==> config.mk <==
export PLATFORM = sky130hd
export DESIGN_NAME = fetch_queue_flat
export DESIGN_NICKNAME = d
export VERILOG_FILES = /design/src/rtl/fetch_queue_if.sv /design/src/rtl/fetch_queue.sv /design/src/flat_wrapper.sv
export SDC_FILE = /design/constraint.sdc
export NUM_CORES = 1
export LEC_CHECK = 0
export ABC_AREA = 1
export CAP_MARGIN = 20
export CORE_ASPECT_RATIO = 1.25
export CORE_MARGIN = 3
export CORE_UTILIZATION = 56
export DETAILED_ROUTE_END_ITERATION = 8
export PLACE_DENSITY = 0.9
export SLEW_MARGIN = 15
export SYNTH_ARGS = -nofsm -noshare
export SYNTH_HDL_FRONTEND = slang
export SYNTH_SLANG_ARGS = --single-unit
export TNS_END_PERCENT = 100
==> constraint.sdc <==
create_clock -name clk -period 2.3 [get_ports clk]
set_input_delay 0.23 -clock clk [delete_from_list [all_inputs] [get_ports clk]]
set_output_delay 0.23 -clock clk [all_outputs]
set_load 0.01 [all_outputs]
==> src/rtl/fetch_queue_if.sv <==
// Fetch-side and decode-side handshake bundle for fetch_queue.
// Handshake: a beat transfers on a rising clk edge where valid and ready are both 1; the producer holds valid and payload stable until that edge, and ready never depends combinationally on valid.
interface fetch_queue_if #(
  parameter int PC_W   = 32,
  parameter int OFF_W  = 3,
  parameter int INST_W = 48
);
  logic              in_valid;
  logic              in_ready;
  logic [PC_W-1:0]   in_pc;
  logic              in_mode;
  logic [OFF_W-1:0]  in_off;
  logic [INST_W-1:0] in_inst;

  logic              out_valid;
  logic              out_ready;
  logic [PC_W-1:0]   out_pc;
  logic              out_mode;
  logic [OFF_W-1:0]  out_off;
  logic [INST_W-1:0] out_inst;

  modport master (
    output in_valid, in_pc, in_mode, in_off, in_inst, out_ready,
    input  in_ready, out_valid, out_pc, out_mode, out_off, out_inst
  );

  modport slave (
    input  in_valid, in_pc, in_mode, in_off, in_inst, out_ready,
    output in_ready, out_valid, out_pc, out_mode, out_off, out_inst
  );
endinterface

==> src/rtl/fetch_queue.sv <==
// DEPTH-entry circular instruction queue between fetch and decode.
// Registered-only ready/valid, one-cycle minimum latency, synchronous flush on redirect.
module fetch_queue #(
  parameter int  PC_W   = 32,
  parameter int  OFF_W  = 3,
  parameter int  INST_W = 48,
  parameter int  DEPTH  = 4,
  localparam int CNT_W  = $clog2(DEPTH + 1)
) (
  input  logic             clk,
  input  logic             resetn,
  input  logic             flush,
  fetch_queue_if.slave     bus,
  output logic [CNT_W-1:0] count
);
  localparam int PTR_W = $clog2(DEPTH);
  localparam int ENT_W = PC_W + 1 + OFF_W + INST_W;
  localparam logic [CNT_W-1:0] FULL_CNT = CNT_W'(DEPTH);

  logic [ENT_W-1:0] mem [DEPTH];
  logic [PTR_W-1:0] wr_ptr;
  logic [PTR_W-1:0] rd_ptr;
  logic             push;
  logic             pop;
  logic [ENT_W-1:0] head;

  // Both handshake outputs come from the count register alone, so neither
  // out_ready nor flush has a combinational path back to fetch.
  assign bus.in_ready  = (count != FULL_CNT);
  assign bus.out_valid = (count != '0);

  assign push = bus.in_valid  & bus.in_ready  & ~flush;
  assign pop  = bus.out_valid & bus.out_ready & ~flush;

  assign head = mem[rd_ptr];
  assign {bus.out_pc, bus.out_mode, bus.out_off, bus.out_inst} = head;

  always_ff @(posedge clk or negedge resetn) begin
    if (!resetn) begin
      wr_ptr <= '0;
      rd_ptr <= '0;
      count  <= '0;
    end else if (flush) begin
      wr_ptr <= '0;
      rd_ptr <= '0;
      count  <= '0;
    end else begin
      if (push) wr_ptr <= wr_ptr + 1'b1;
      if (pop)  rd_ptr <= rd_ptr + 1'b1;
      case ({push, pop})
        2'b10:   count <= count + 1'b1;
        2'b01:   count <= count - 1'b1;
        default: count <= count;
      endcase
    end
  end

  // Storage is cleared only by reset; flush just rewinds the pointers.
  always_ff @(posedge clk or negedge resetn) begin
    if (!resetn) begin
      for (int i = 0; i < DEPTH; i++) mem[i] <= '0;
    end else if (push) begin
      mem[wr_ptr] <= {bus.in_pc, bus.in_mode, bus.in_off, bus.in_inst};
    end
  end
endmodule
==> src/flat_wrapper.sv <==
// flat-port wrapper written by rule: the top's interface ports become plain ports
module fetch_queue_flat 
#(
  parameter int  PC_W   = 32,
  parameter int  OFF_W  = 3,
  parameter int  INST_W = 48,
  parameter int  DEPTH  = 4,
  localparam int CNT_W  = $clog2(DEPTH + 1)
)
  (clk, resetn, flush, count, bus_in_valid, bus_in_pc, bus_in_mode, bus_in_off, bus_in_inst, bus_out_ready, bus_in_ready, bus_out_valid, bus_out_pc, bus_out_mode, bus_out_off, bus_out_inst);
  fetch_queue_if #(.PC_W(PC_W), .OFF_W(OFF_W), .INST_W(INST_W)) bus_i ();
  input  logic clk;
  input  logic resetn;
  input  logic flush;
  output logic [CNT_W-1:0] count;
  input wire logic [$bits(bus_i.in_valid)-1:0] bus_in_valid;
  input wire logic [$bits(bus_i.in_pc)-1:0] bus_in_pc;
  input wire logic [$bits(bus_i.in_mode)-1:0] bus_in_mode;
  input wire logic [$bits(bus_i.in_off)-1:0] bus_in_off;
  input wire logic [$bits(bus_i.in_inst)-1:0] bus_in_inst;
  input wire logic [$bits(bus_i.out_ready)-1:0] bus_out_ready;
  output wire logic [$bits(bus_i.in_ready)-1:0] bus_in_ready;
  output wire logic [$bits(bus_i.out_valid)-1:0] bus_out_valid;
  output wire logic [$bits(bus_i.out_pc)-1:0] bus_out_pc;
  output wire logic [$bits(bus_i.out_mode)-1:0] bus_out_mode;
  output wire logic [$bits(bus_i.out_off)-1:0] bus_out_off;
  output wire logic [$bits(bus_i.out_inst)-1:0] bus_out_inst;
  assign bus_i.in_valid = bus_in_valid;
  assign bus_i.in_pc = bus_in_pc;
  assign bus_i.in_mode = bus_in_mode;
  assign bus_i.in_off = bus_in_off;
  assign bus_i.in_inst = bus_in_inst;
  assign bus_i.out_ready = bus_out_ready;
  assign bus_in_ready = bus_i.in_ready;
  assign bus_out_valid = bus_i.out_valid;
  assign bus_out_pc = bus_i.out_pc;
  assign bus_out_mode = bus_i.out_mode;
  assign bus_out_off = bus_i.out_off;
  assign bus_out_inst = bus_i.out_inst;
  fetch_queue #(.PC_W(PC_W), .OFF_W(OFF_W), .INST_W(INST_W), .DEPTH(DEPTH)) u_core (.clk(clk), .resetn(resetn), .flush(flush), .bus(bus_i), .count(count));
endmodule
-- Word level (Yosys, flattened, before mapping)
Index checks and enable logic that the tools add are counted.
- add/sub/neg operators: 4
- $lt $le $gt $ge: 3
- eq/ne operators: 3
- muxes and demuxes: 12
- bitwise logic cells: 7
- reductions and logical operators: 5
- operator list (cell ; number):
    $bwmux W336 ; 1
    $mux W84 ; 3
    $bmux W84 S2 ; 1
    $demux W84 S2 ; 1
    $mux W2 ; 4
    $ge A3 B3 Y1 const B ; 2
    $not A2 Y3 ; 2
    $pmux W3 S2 ; 1
    $reduce_bool A3 Y1 ; 2
    $add A2 B1 Y2 const B ; 2
    $and A1 B1 Y1 ; 4
    $reduce_bool A2 Y1 ; 2
    $add A3 B1 Y3 const B ; 1
    $lt A3 B1 Y1 const B ; 1
    $mux W3 ; 1
    $ne A3 B3 Y1 const B ; 1
    $sub A3 B1 Y3 const B ; 1
    $eq A2 B1 Y1 const B ; 1
    $eq A2 B2 Y1 const B ; 1
    $logic_and A1 B1 Y1 ; 1
    $not A1 Y1 ; 1
- flip-flop bits (word level): 343
- input port bits: 89
- output and inout port bits: 89
- logic and storage cells: 41

-- Logic depth before layout (Yosys ltp)
Gate-level depths: netlist of run 1.
- depth after elaboration: 6
- depth in mapped cells: 13
- depth with buffers taken out: 13

-- Worst setup path before layout of run 1
OpenSTA, ideal clock, no wires.
- path kind: flip-flop to flip-flop
- start: register u_core.count[0]
- end: register u_core.count[2]
- setup time: 0.117 ns
- data arrival time: 1.836 ns
- required time: 2.183 ns
- path slack: 0.347 ns
- stages on the path, launching flop included: 14
- buffers on the path: 0
- period minus slack after synthesis: 1.953 ns
- path through: dfrtp_1 nor2_2 nand2_1 nand2_1 nor2_1 nand2_1 inv_1 fa_1 xnor2_1 inv_1 nand2_1 nand2_1 nand2_1 nand2_1
- word-level cells in the longest chain between the ends: 6
- elaborated cells on any way between the ends: 13
- those cells by class: add/sub (2); eq/ne (3); mux (2); bitwise (4); reduce/logical (2)
- RTL lines (item ; RTL line ; text):
    start, declared ; fetch_queue.sv:14 ; output logic [CNT_W-1:0] count
    start signal, assigned ; fetch_queue.sv:51 ; 2'b10: count <= count + 1'b1;
    start signal, assigned ; fetch_queue.sv:52 ; 2'b01: count <= count - 1'b1;
    start signal, assigned ; fetch_queue.sv:53 ; default: count <= count;
    $reduce_bool A3 Y1 (*) ; fetch_queue.sv:30 ; assign bus.out_valid = (count != '0);
    net bus_out_valid ; flat_wrapper.sv:23 ; output wire logic [$bits(bus_i.out_valid)-1:0] bus_out_valid;
    $and A1 B1 Y1 (*) (2 in series) ; fetch_queue.sv:33 ; assign pop = bus.out_valid & bus.out_ready & ~flush;
    $eq A2 B1 Y1 / $eq A2 B2 Y1 (equally long branches) ; fetch_queue.sv:50 ; case ({push, pop})
    $pmux W3 S2 ; fetch_queue.sv:50 ;
    $mux W3 ; fetch_queue.sv:43 ; end else if (flush) begin
The timed path passes the listed nets; every way through them passes the cells marked *.
A chain may end at the register's enable or synchronous reset.

-- Worst setup path after layout of run 1
- start: register u_core.rd_ptr[0]
- end: output port bus_out_inst[44]
- word-level cells in the longest chain between the ends: 4
- RTL lines (item ; RTL line ; text):
    start, declared ; fetch_queue.sv:22 ; logic [PTR_W-1:0] rd_ptr;
    start signal, assigned ; fetch_queue.sv:49 ; if (pop) rd_ptr <= rd_ptr + 1'b1;
    $not A2 Y3 (implied by the code) ; fetch_queue.sv:35 ; assign head = mem[rd_ptr];
    $bmux W84 S2 ; fetch_queue.sv:35 ;
    $mux W84 (implied by the code) (2 in series) ; fetch_queue.sv:35 ;
    end, declared ; flat_wrapper.sv:27 ; output wire logic [$bits(bus_i.out_inst)-1:0] bus_out_inst;
No other way between the ends. The select of a mux whose other input is x is not followed.

==> results of run 1 <==
## path summary, 6_finish.rpt
path	from	end	slack [ns]
worst max-delay path	u_core.rd_ptr[0]	bus_out_inst[44]	-0.24
worst min-delay path	resetn	u_core.mem[50]	0.27
worst max register to register	u_core.count[1]	u_core.count[2]	0.18
worst min register to register	u_core.mem[112]	u_core.mem[112]	0.48
max in group asynchronous	resetn	u_core.mem[7]	1.15
min in group clk	bus_in_inst[34]	u_core.mem[34]	0.33
## critical path, stage by stage, from the launching register on
cell             delay (ns)
dfrtp_4                0.50
buf_12                 0.27
o21ai_0                0.16
o22ai_1                0.26
clkdlybuf4s50_1        0.59
## per-stage QoR
stage	cells	setup slack, ns	hold WS, ns
after global routing	2207	-0.3153	0.2953
after global placement	2136	0.2171	0.2069
final	2207	-0.2397	0.2666
after floorplan	1700	0.3474	-0.06559
after detailed placement	2136	0.2097	0.2138
after CTS	2200	-0.2424	0.2755
## what timing repair did
action                                  CTS  global route
cloned                                    2             2
hold buffers                              1             0
pin swaps                                 1             2
buffers inserted                          1             4
gates resized for setup                  91            97
hold endpoints to repair                 59             0
endpoints found under the setup margin   84            72
## sequential cells by signal, indices dropped and copies added (netlist names)
register	cells
u_core.count	3
u_core.wr_ptr	2
u_core.rd_ptr	2
u_core.mem	336
## cell usage in the layout (no fill, tap or decap), drive strengths merged
cell | synthesis | routed
buf | 72 | 58
a21oi | 3 | 3
clkdlybuf4s15 | 0 | 6
fa | 1 | 1
dlygate4sd2 | 0 | 23
bufbuf | 0 | 1
dlygate4sd3 | 0 | 1
nor2 | 170 | 170
o21ai | 507 | 507
clkinv | 0 | 4
a21boi | 1 | 1
ha | 4 | 4
clkdlybuf4s50 | 0 | 99
dfrtp | 343 | 343
o22ai | 84 | 84
xnor2 | 1 | 1
clkbuf | 55 | 92
dlymetal6s2s | 0 | 6
nand2 | 360 | 360
nand3 | 5 | 5
diode | 0 | 1
inv | 94 | 95
bufinv | 0 | 2
## report_power, final
part	switching [mW]	internal (mW)
clock	2.27	3.45
combinational	4.78	3.66
sequential	1.43	8.52
total	8.48	15.6
## cell families (layout without fill, tap and decap cells)
kind of cell             count (synthesis)  count (layout)  share of synthesized area
AO/OA/AOI/OAI                          595             595                     0.2055
adder cells (fa/ha/maj)                  5               5                   0.004649
AND/OR/NAND/NOR                        535             535                     0.1371
XOR/XNOR                                 1               1                  0.0005812
buffers and inverters                  221             387                    0.08268
flip-flops                             343             343                     0.5695
other                                    0               1                          0
## per-layer routing
metal / wire [µm] / part of all wire / global-route usage / vias to the layer above
li1: - / - / - / 5925
met3: 2942 / 0.075 / 0.03978 / 124
met2: 19790 / 0.51 / 0.4455 / 666
met1: 14890 / 0.38 / 0.3340 / 6287
met5: 13 / 0.00033 / 0 / -
met4: 1465 / 0.037 / 0.1268 / 2
## layout make-up
type	instances	area share
diodes	1	0.0001370
clock buffers	53	0.05892
clock inverters	7	0.005001
inverters	94	0.02000
multi-input cells	1136	0.2877
flip-flops and latches	343	0.4702
well taps	340	0.02329
repair buffers	233	0.1347
==> metrics.txt, run 1 <==
clk sink count 343; share of the synthesized area in the top cell type 0.5695; final worst path period share 1.104; Die Span Y 189.4 µm; Tot Pwr 24.12 mW; cell taking the most area after synthesis dfrtp_1; Remaining DRCs 0; core area 26260 µm²; cts bufs inserted 35; Worst Setup End Kind primary output; drt initial violations 1235; area grow syn2layout 21.18%; Max Root-Sink Buffers 3; WS Path Type reg2out; Worst Max-Slew Pin Slew 0.5176 ns; Synth Instances 1700; Worst Path Max Fanout 57; htree depth 2; nets@finish 1937; Filler cells 1858; Fmax 0.3937 GHz; RePlAce Congestion 0.8254; clk_skew 0.01746 ns; gr ovfl total 0; min cycle time layout 2.540 ns; largest net degree at the start of global routing 77; synth top area cells dfrtp_1 (57%), o21ai_0 (11%), nand2_1 (8.8%), o21ai_1 (5.7%), nor2_1 (4.2%); Worst VDD drop 0.9583 mV; CTS tree built; DP Area 17110 µm²; most common cell in the netlist nand2_1; vias in the first global route 13150; worst rel slew slack 0.6549; Syn Std Cell Area 15070 µm²; ys async rst share 1.000; Syn. warnings 0; final instance area 18260 µm²; Req. time, crit path 2.07 ns; RSZ-0062 raised after global routing yes; Fin Setup TNS -1.795 ns; Syn Area/Cell 8.866 µm²; register area 8588 µm²; die area 28930 µm²; Synth top cells by count nand2_1 (355), dfrtp_1 (343), o21ai_0 (331); crit path DAT 2.31 ns; Pre-antenna DRT Iters 5; Cell Pwr Density 1321 nW/µm²; final wirelength 39.11 mm; Seq cells post-synth 343; first-pass GRT wire length 63.93 mm; critical path startpoint category flip-flop; hold crit path type in2async; Unique masters post-synth 23; post-synth net total 1794; Post-synth EDFFs 0; I/O Buffers 177; Wirelength per Cell 17.72 µm; initial core utilization 0.5739; Site Rows 66; max_cap viols 0; Total GRT Usage 0.2631; Reg clk slew, reported paths 0.06 ns; DR vias 13004; Setup WS post-layout -0.2397 ns; final setup fails 17; status complete, but fails checks; Final Hold Vio Count 0; Die W 152.7 µm; multi-input logic area 5255 µm²; Seq/Total Area, Yosys 0.5695; post-route ant nets 0; post-layout util 0.6955; clk_lat worst skew 0.50 ns; initial antenna violation count 2; failing checks setup timing; most used flip-flop cell after synthesis dfrtp_1; Via density 5.892; CTS Root Cell clkbuf_16; Leak 8.909 nW; Register-to-Register Path Depth 13; I/O pin total 178; layout cells sized above 1 0.09110; dpl hpwl 23.71 mm; final slew viol count 0
Power figures use the tool's default switching activity.
==> run 2, diff against run 1 <==
CORE_UTILIZATION = 58   (was 56)
CTS_BUF_LIST = sky130_fd_sc_hd__clkbuf_8   (was not set)
GPL_ROUTABILITY_DRIVEN = 0   (was not set)
PLACE_DENSITY = 0.92   (was 0.9)
clock period = 2.6 ns   (was 2.3 ns; I/O delays follow)
==> run 2 against run 1 <==
The run now ends clean. Critical endpoint is now bus_out_inst[13]. Non-clock buffer count shrank 12. Final cell count grew 0.41%. Sequential share of layout area is 0.31 points higher.
==> metrics.txt, run 2 (synthesis gave the netlist of run 1 again) <==
status finished clean (was complete, but fails checks); most frequent cells in the layout nand2_1 (355), dfrtp_1 (341), o21ai_0 (330) (was nand2_1 (355), dfrtp_1 (341), o21ai_0 (326)); Sequential Power Share 0.421 (was 0.412); gr ovfl total 0 (unchanged); RSZ-0062 raised after global routing yes (unchanged); Die Span Y 186.2 µm (was 189.4 µm); met3 usage 0.04266 (was 0.03978); Fmax 0.3935 GHz; max reg flops 336 (unchanged); largest register by flop count u_core.mem (unchanged); Die W 150.2 µm (was 152.7 µm); busiest grt layer met2 (unchanged); nets@finish 1942 (was 1937); Register-to-Register Path Depth 13 (unchanged); Sw Share 0.3598 (was 0.3517); Total GRT Usage 0.2818 (was 0.2631); routing usage on met2 0.4825 (was 0.4455); hold crit path type in2async (unchanged); DR vias 13134 (was 13004); Max Root-Sink Buffers 3 (unchanged); max_cap viols 0 (unchanged); worst rel slew slack 0.6738 (was 0.6549); Via density 5.927 (was 5.892); vias in the first global route 13217 (was 13150); Worst Path Max Fanout 43 (was 57); final setup fails 0 (was 17); final worst path period share 0.9774; final slew viol count 0 (unchanged); Buf/Inv on CP 4 (was 2); antenna diode count 0 (was 1); pre-CTS WS 0.3124 ns (was 0.2097 ns); Req. time, crit path 2.34 ns (was 2.07 ns); I/O Buffers 177 (unchanged); clock power share 0.220 (was 0.237); Site Rows 65 (was 66); first-pass GRT wire length 64.05 mm (was 63.93 mm); Setup WS post-layout 0.05883 ns (was -0.2397 ns); largest net degree at the start of global routing 109 (was 77); cts bufs inserted 52 (was 35); Final Hold Vio Count 0 (unchanged); final wirelength 40.05 mm (was 39.11 mm); dpl hpwl 23.57 mm (was 23.71 mm); Filler cells 1794 (was 1858); CTS Root Cell clkbuf_8 (was clkbuf_16); layout cells sized above 1 0.07337 (was 0.09110); cell family with most CP delay buffers and inverters (unchanged); Pre-antenna DRT Iters 7 (was 5); Worst VDD drop 0.6546 mV (was 0.9583 mV); Remaining DRCs 0 (unchanged); clk_skew 0.009428 ns (was 0.01746 ns); Slowest-stage cell, CP dfrtp_4 (was clkdlybuf4s50_1); WS Path Type reg2out (unchanged); area grow syn2layout 20.37% (was 21.18%); initial antenna violation count 2 (unchanged); CP Depth 6 (was 4); Reg clk slew, reported paths 0.06 ns (about the same); drt initial violations 1397 (was 1235); die area 27970 µm² (was 28930 µm²); core area 25370 µm² (was 26260 µm²); Worst Max-Slew Pin Slew 0.4888 ns (was 0.5176 ns); Worst Setup End Kind primary output (unchanged); Leak 8.940 nW (was 8.909 nW); post-route ant nets 0 (unchanged); Cell Pwr Density 1157 nW/µm² (was 1321 nW/µm²); combinational share of power 0.359 (was 0.350); switching power 7.552 mW (was 8.483 mW); Fin Setup TNS 0 ns (was -1.795 ns); M1 GR Usage 0.3557 (was 0.3340); htree depth 2 (unchanged); commonest non-fill, non-tap cell in the layout nand2_1 (unchanged); Wirelength per Cell 18.07 µm (was 17.72 µm); post-layout util 0.7150 (was 0.6955); min cycle time layout 2.541 ns; Internal 13.44 mW (was 15.64 mW); I/O pin total 178 (unchanged); max incr delay on CP 0.52 ns (was 0.59 ns); Hold Worst Slack 0.2193 ns (was 0.2666 ns); CTS tree built (unchanged); clk_lat worst skew 0.56 ns (was 0.50 ns); initial core utilization 0.5940 (was 0.5739); Cell Chain, Critical Path buf_4 > buf_12 > buf_16 > o21ai_0 > o22ai_1 > dlygate4sd2_1 (was buf_12 > o21ai_0 > o22ai_1 > clkdlybuf4s50_1); crit path DAT 2.28 ns (was 2.31 ns); critical path startpoint category flip-flop (unchanged); clk sink count 343 (unchanged); biggest regs u_core.mem x336, u_core.count x3 (unchanged)
[run 2: power by group through the flow]
stage	sequential, mW	clock (mW)	combinational, mW
6_report	8.83	4.62	7.54
5_1_grt	9.02	4.93	8.40
4_1_cts	8.75	4.68	7.43
3_5_place_dp	8.82	0	7.69
3_3_place_gp	8.68	0	7.35
2_1_floorplan	8.44	0	4.46
[run 2: final timing paths]
path	slack (ns)	from	to
worst min register to register	0.48	u_core.mem[220]	u_core.mem[220]
worst max register to register	0.34	u_core.count[0]	u_core.count[2]
worst max-delay path	0.06	u_core.rd_ptr[0]	bus_out_inst[13]
worst min-delay path	0.22	resetn	u_core.mem[10]
max in group asynchronous	1.46	resetn	u_core.mem[216]
min in group clk	0.31	bus_in_inst[33]	u_core.mem[33]
[run 2: per-stage QoR]
| step | std cells | instance area [µm²] | power (mW) |
|---|---|---|---|
| 2_1_floorplan | 1700 | 15070 | 12.90 |
| 3_3_place_gp | 2117 | 16860 | 16.03 |
| 3_5_place_dp | 2117 | 16860 | 16.50 |
| 4_1_cts | 2211 | 18040 | 20.86 |
| 5_1_grt | 2216 | 18140 | 22.35 |
| 6_report | 2216 | 18140 | 20.99 |
[run 2: repair_timing]
item | in CTS | in global routing
gates resized for setup | 77 | 14
hold buffers | 1 | 0
pin swaps | 4 | 1
gates cloned | 3 | 2
endpoints found under the setup margin | 84 | 14
hold endpoints to repair | 59 | 0
buffers inserted | 3 | 3
[run 2: final cells by class]
| type | count | area [µm²] | share of cell area |
|---|---|---|---|
| Clock buffer | 71 | 977.2 | 0.05386 |
| Clock inverter | 16 | 118.9 | 0.006552 |
| Multi-Input combinational cell | 1136 | 5243 | 0.2890 |
| Tap cell | 335 | 419.2 | 0.02310 |
| Timing Repair Buffer | 221 | 2431 | 0.1340 |
| Sequential cell | 343 | 8588 | 0.4734 |
| Inverter | 94 | 365.4 | 0.02014 |
[run 2: per-layer routing]
layer	wire [µm]	share of wire	up-vias
met5	27	0.00067	-
met4	1801	0.045	4
met3	2944	0.074	158
met2	20270	0.51	704
met1	15010	0.37	6336
li1	-	-	5932
==> run 3, diff against run 2 <==
CORE_ASPECT_RATIO = not set   (was 1.25)
RECOVER_POWER = 50   (was not set)
==> run 3 against run 2 <==
The flow now finishes with violations (capacitance limit, slew limit). Via count about the same. Design area up 0.21%. Utilization up 0.29 points. Sequential cell count unchanged. Hold slack better by 0.073 ns. Global-route usage up 0.58 points. Combinational power about the same. Clock skew up 0.016 ns. Largest power group unchanged.
==> metrics.txt, run 3 (synthesis gave the netlist of run 1 again) <==
layout cells sized above 1 0.07124 (was 0.07337); commonest non-fill, non-tap cell in the layout nand2_1 (unchanged); Worst Max-Slew Pin Slew 1.780 ns (was 0.4888 ns); Fmax 0.3979 GHz (was 0.3935 GHz); final setup fails 0 (unchanged); Remaining DRCs 0 (unchanged); Finished Layout Cells 2226 (was 2216); initial core utilization 0.5951 (was 0.5940); Die W 167.2 µm (was 150.2 µm); Cell Chain, Critical Path buf_12 > bufbuf_16 > o21ai_0 > o22ai_1 > dlygate4sd2_1 (was buf_4 > buf_12 > buf_16 > o21ai_0 > o22ai_1 > dlygate4sd2_1); Final Hold Vio Count 0 (unchanged); dpl hpwl 23.35 mm (was 23.57 mm); vias in the first global route 13291 (was 13217); clock power share 0.213 (was 0.220); I/O Buffers 177 (unchanged); Tot Pwr 20.79 mW (was 20.99 mW); crit path DAT 2.25 ns (was 2.28 ns); cts bufs inserted 56 (was 52); failing checks capacitance limit, slew limit; clk_skew 0.02553 ns (was 0.009428 ns); combinational share of power 0.362 (was 0.359); worst flop-to-flop path startpoint u_core.count[0] (unchanged); CTS tree built (unchanged); htree depth 2 (unchanged); hold crit path type in2reg (was in2async); Sw Share 0.3623 (was 0.3598); largest register by flop count u_core.mem (unchanged); core area 25330 µm² (was 25370 µm²); Hold Worst Slack 0.2921 ns (was 0.2193 ns); Worst Setup End Kind primary output (unchanged); multi-input logic area 5260 µm² (was 5243 µm²); largest net degree at the start of global routing 96 (was 109); gr ovfl total 0 (unchanged); Buf/Inv on CP 3 (was 4); cell family with most CP delay buffers and inverters (unchanged); min cycle time layout 2.513 ns (was 2.541 ns); Max Root-Sink Buffers 3 (unchanged); drt initial violations 1510 (was 1397); switching power 7.532 mW (was 7.552 mW); Via density 5.896 (was 5.927); CTS Root Cell clkbuf_8 (unchanged); Req. time, crit path 2.34 ns (about the same); clk_lat worst skew 0.58 ns (was 0.56 ns); final wirelength 40.34 mm (was 40.05 mm); clk sink count 343 (unchanged); Cell Pwr Density 1143 nW/µm² (was 1157 nW/µm²); Wirelength per Cell 18.12 µm (was 18.07 µm); Slowest-stage cell, CP dfrtp_4 (unchanged); DR vias 13125 (was 13134); Total GRT Usage 0.2876 (was 0.2818); max reg flops 336 (unchanged); register area 8588 µm² (unchanged); I/O pin total 178 (unchanged); Die Span Y 167.2 µm (was 186.2 µm); max_cap viols 1 (was 0); Placed Cells 2120 (was 2117); RSZ-0062 raised after global routing no (was yes); biggest regs u_core.mem x336, u_core.count x3 (unchanged); Internal 13.26 mW (was 13.44 mW); post-route ant nets 0 (unchanged); Reg clk slew, reported paths 0.06 ns (about the same); most frequent cells in the layout nand2_1 (355), o21ai_0 (347), dfrtp_1 (341) (was nand2_1 (355), dfrtp_1 (341), o21ai_0 (330)); worst rel slew slack -0.1868 (was 0.6738); max incr delay on CP 0.52 ns (about the same); WS Path Type reg2out (unchanged); first-pass GRT wire length 66.36 mm (was 64.05 mm); Worst Path Max Fanout 30 (was 43); initial antenna violation count 2 (unchanged); Site Rows 58 (was 65); worst hold start bus_in_inst[39]; die area 27960 µm² (was 27970 µm²); Filler cells 1822 (was 1794); Worst setup startpoint u_core.rd_ptr[0] (unchanged); critical path startpoint category flip-flop (unchanged); Pre-antenna DRT Iters 7 (unchanged); area grow syn2layout 20.63% (was 20.37%); Sequential Power Share 0.424 (was 0.421); Leak 8.978 nW (was 8.940 nW); status complete, but fails checks (was finished clean); final slew viol count 67 (was 0); Worst VDD drop 0.6876 mV (was 0.6546 mV); final worst path period share 0.9666 (was 0.9774); nets@finish 1954 (was 1942)
[run 3: changes by cell type in the layout (fill, tap and decap cells not counted), moves of 4 or more]
| cell | delta |
|---|---|
| bufbuf_16 | +4 |
| buf_4 | +4 |
| clkdlybuf4s50_1 | -6 |
| dlymetal6s2s_1 | -6 |
| inv_1 | +16 |
| dlygate4sd2_1 | +12 |
| o21ai_0 | +17 |
| clkbuf_8 | -7 |
| o21ai_1 | -17 |
[run 3: worst reg2reg max path, cell delays in order, from the launching register on]
cell,delay (ns)
dfrtp_1,0.45
nor2_1,0.28
nand2_4,0.08
nand3_1,0.21
inv_6,0.12
nand2_4,0.55
buf_4,0.33
nand2_1,0.09
o21ai_1,0.10
[run 3: timing repair]
item,4_1_cts,5_1_grt
gates resized for setup,97,5
cloned,7,0
setup endpoints to repair,84,4
hold endpoints to repair,62,0
pin swaps,3,1
buffers inserted,4,0
hold buffers,1,0
[run 3: area by class of cell]
cell class	count	area share
Antenna cell	1	0.0001376
Tap cell	330	0.02271
Multi-Input combinational cell	1136	0.2893
Clock inverter	29	0.009015
Inverter	94	0.02037
Sequential cell	343	0.4724
Timing Repair Buffer	229	0.1376
Clock buffer	64	0.04845
[run 3: per-stage QoR]
step	area [µm²]	TNS (ns)	setup WS [ns]	util
3_3_place_gp	16930	0	0.3503	0.6684
2_1_floorplan	15070	0	0.6474	-
4_1_cts	18230	-0.07300	-0.07300	0.7197
6_report	18180	0	0.08694	0.7179
5_1_grt	18180	0	0.01787	0.7179
3_5_place_dp	16930	0	0.3343	0.6684
[run 3: worst paths after layout]
| check | endpoint | slack, ns | cells past startpoint |
|---|---|---|---|
| max | bus_out_inst[22] | 0.09 | 5 |
| min | u_core.mem[39] | 0.29 | 3 |
| max reg2reg | u_core.mem[38] | 0.30 | 8 |
| min reg2reg | u_core.mem[111] | 0.48 | 2 |
| max in group asynchronous | u_core.mem[260] | 0.44 | 3 |
| min in group asynchronous | u_core.mem[157] | 0.72 | 2 |
[run 3: power by group through the flow]
| stage | clock network [mW] | registers, mW | logic, mW |
|---|---|---|---|
| 2_1_floorplan | 0 | 8.44 | 4.46 |
| 3_3_place_gp | 0 | 8.69 | 7.32 |
| 3_5_place_dp | 0 | 8.82 | 7.64 |
| 4_1_cts | 4.49 | 8.75 | 7.56 |
| 5_1_grt | 4.75 | 9.03 | 8.41 |
| 6_report | 4.43 | 8.82 | 7.53 |
[run 3: layer usage]
layer,global-route usage,part of all wire,vias up
met5,0,0.00032,-
met4,0.1085,0.031,2
met3,0.04934,0.076,120
met2,0.4928,0.51,689
met1,0.3709,0.39,6340
li1,-,-,5974
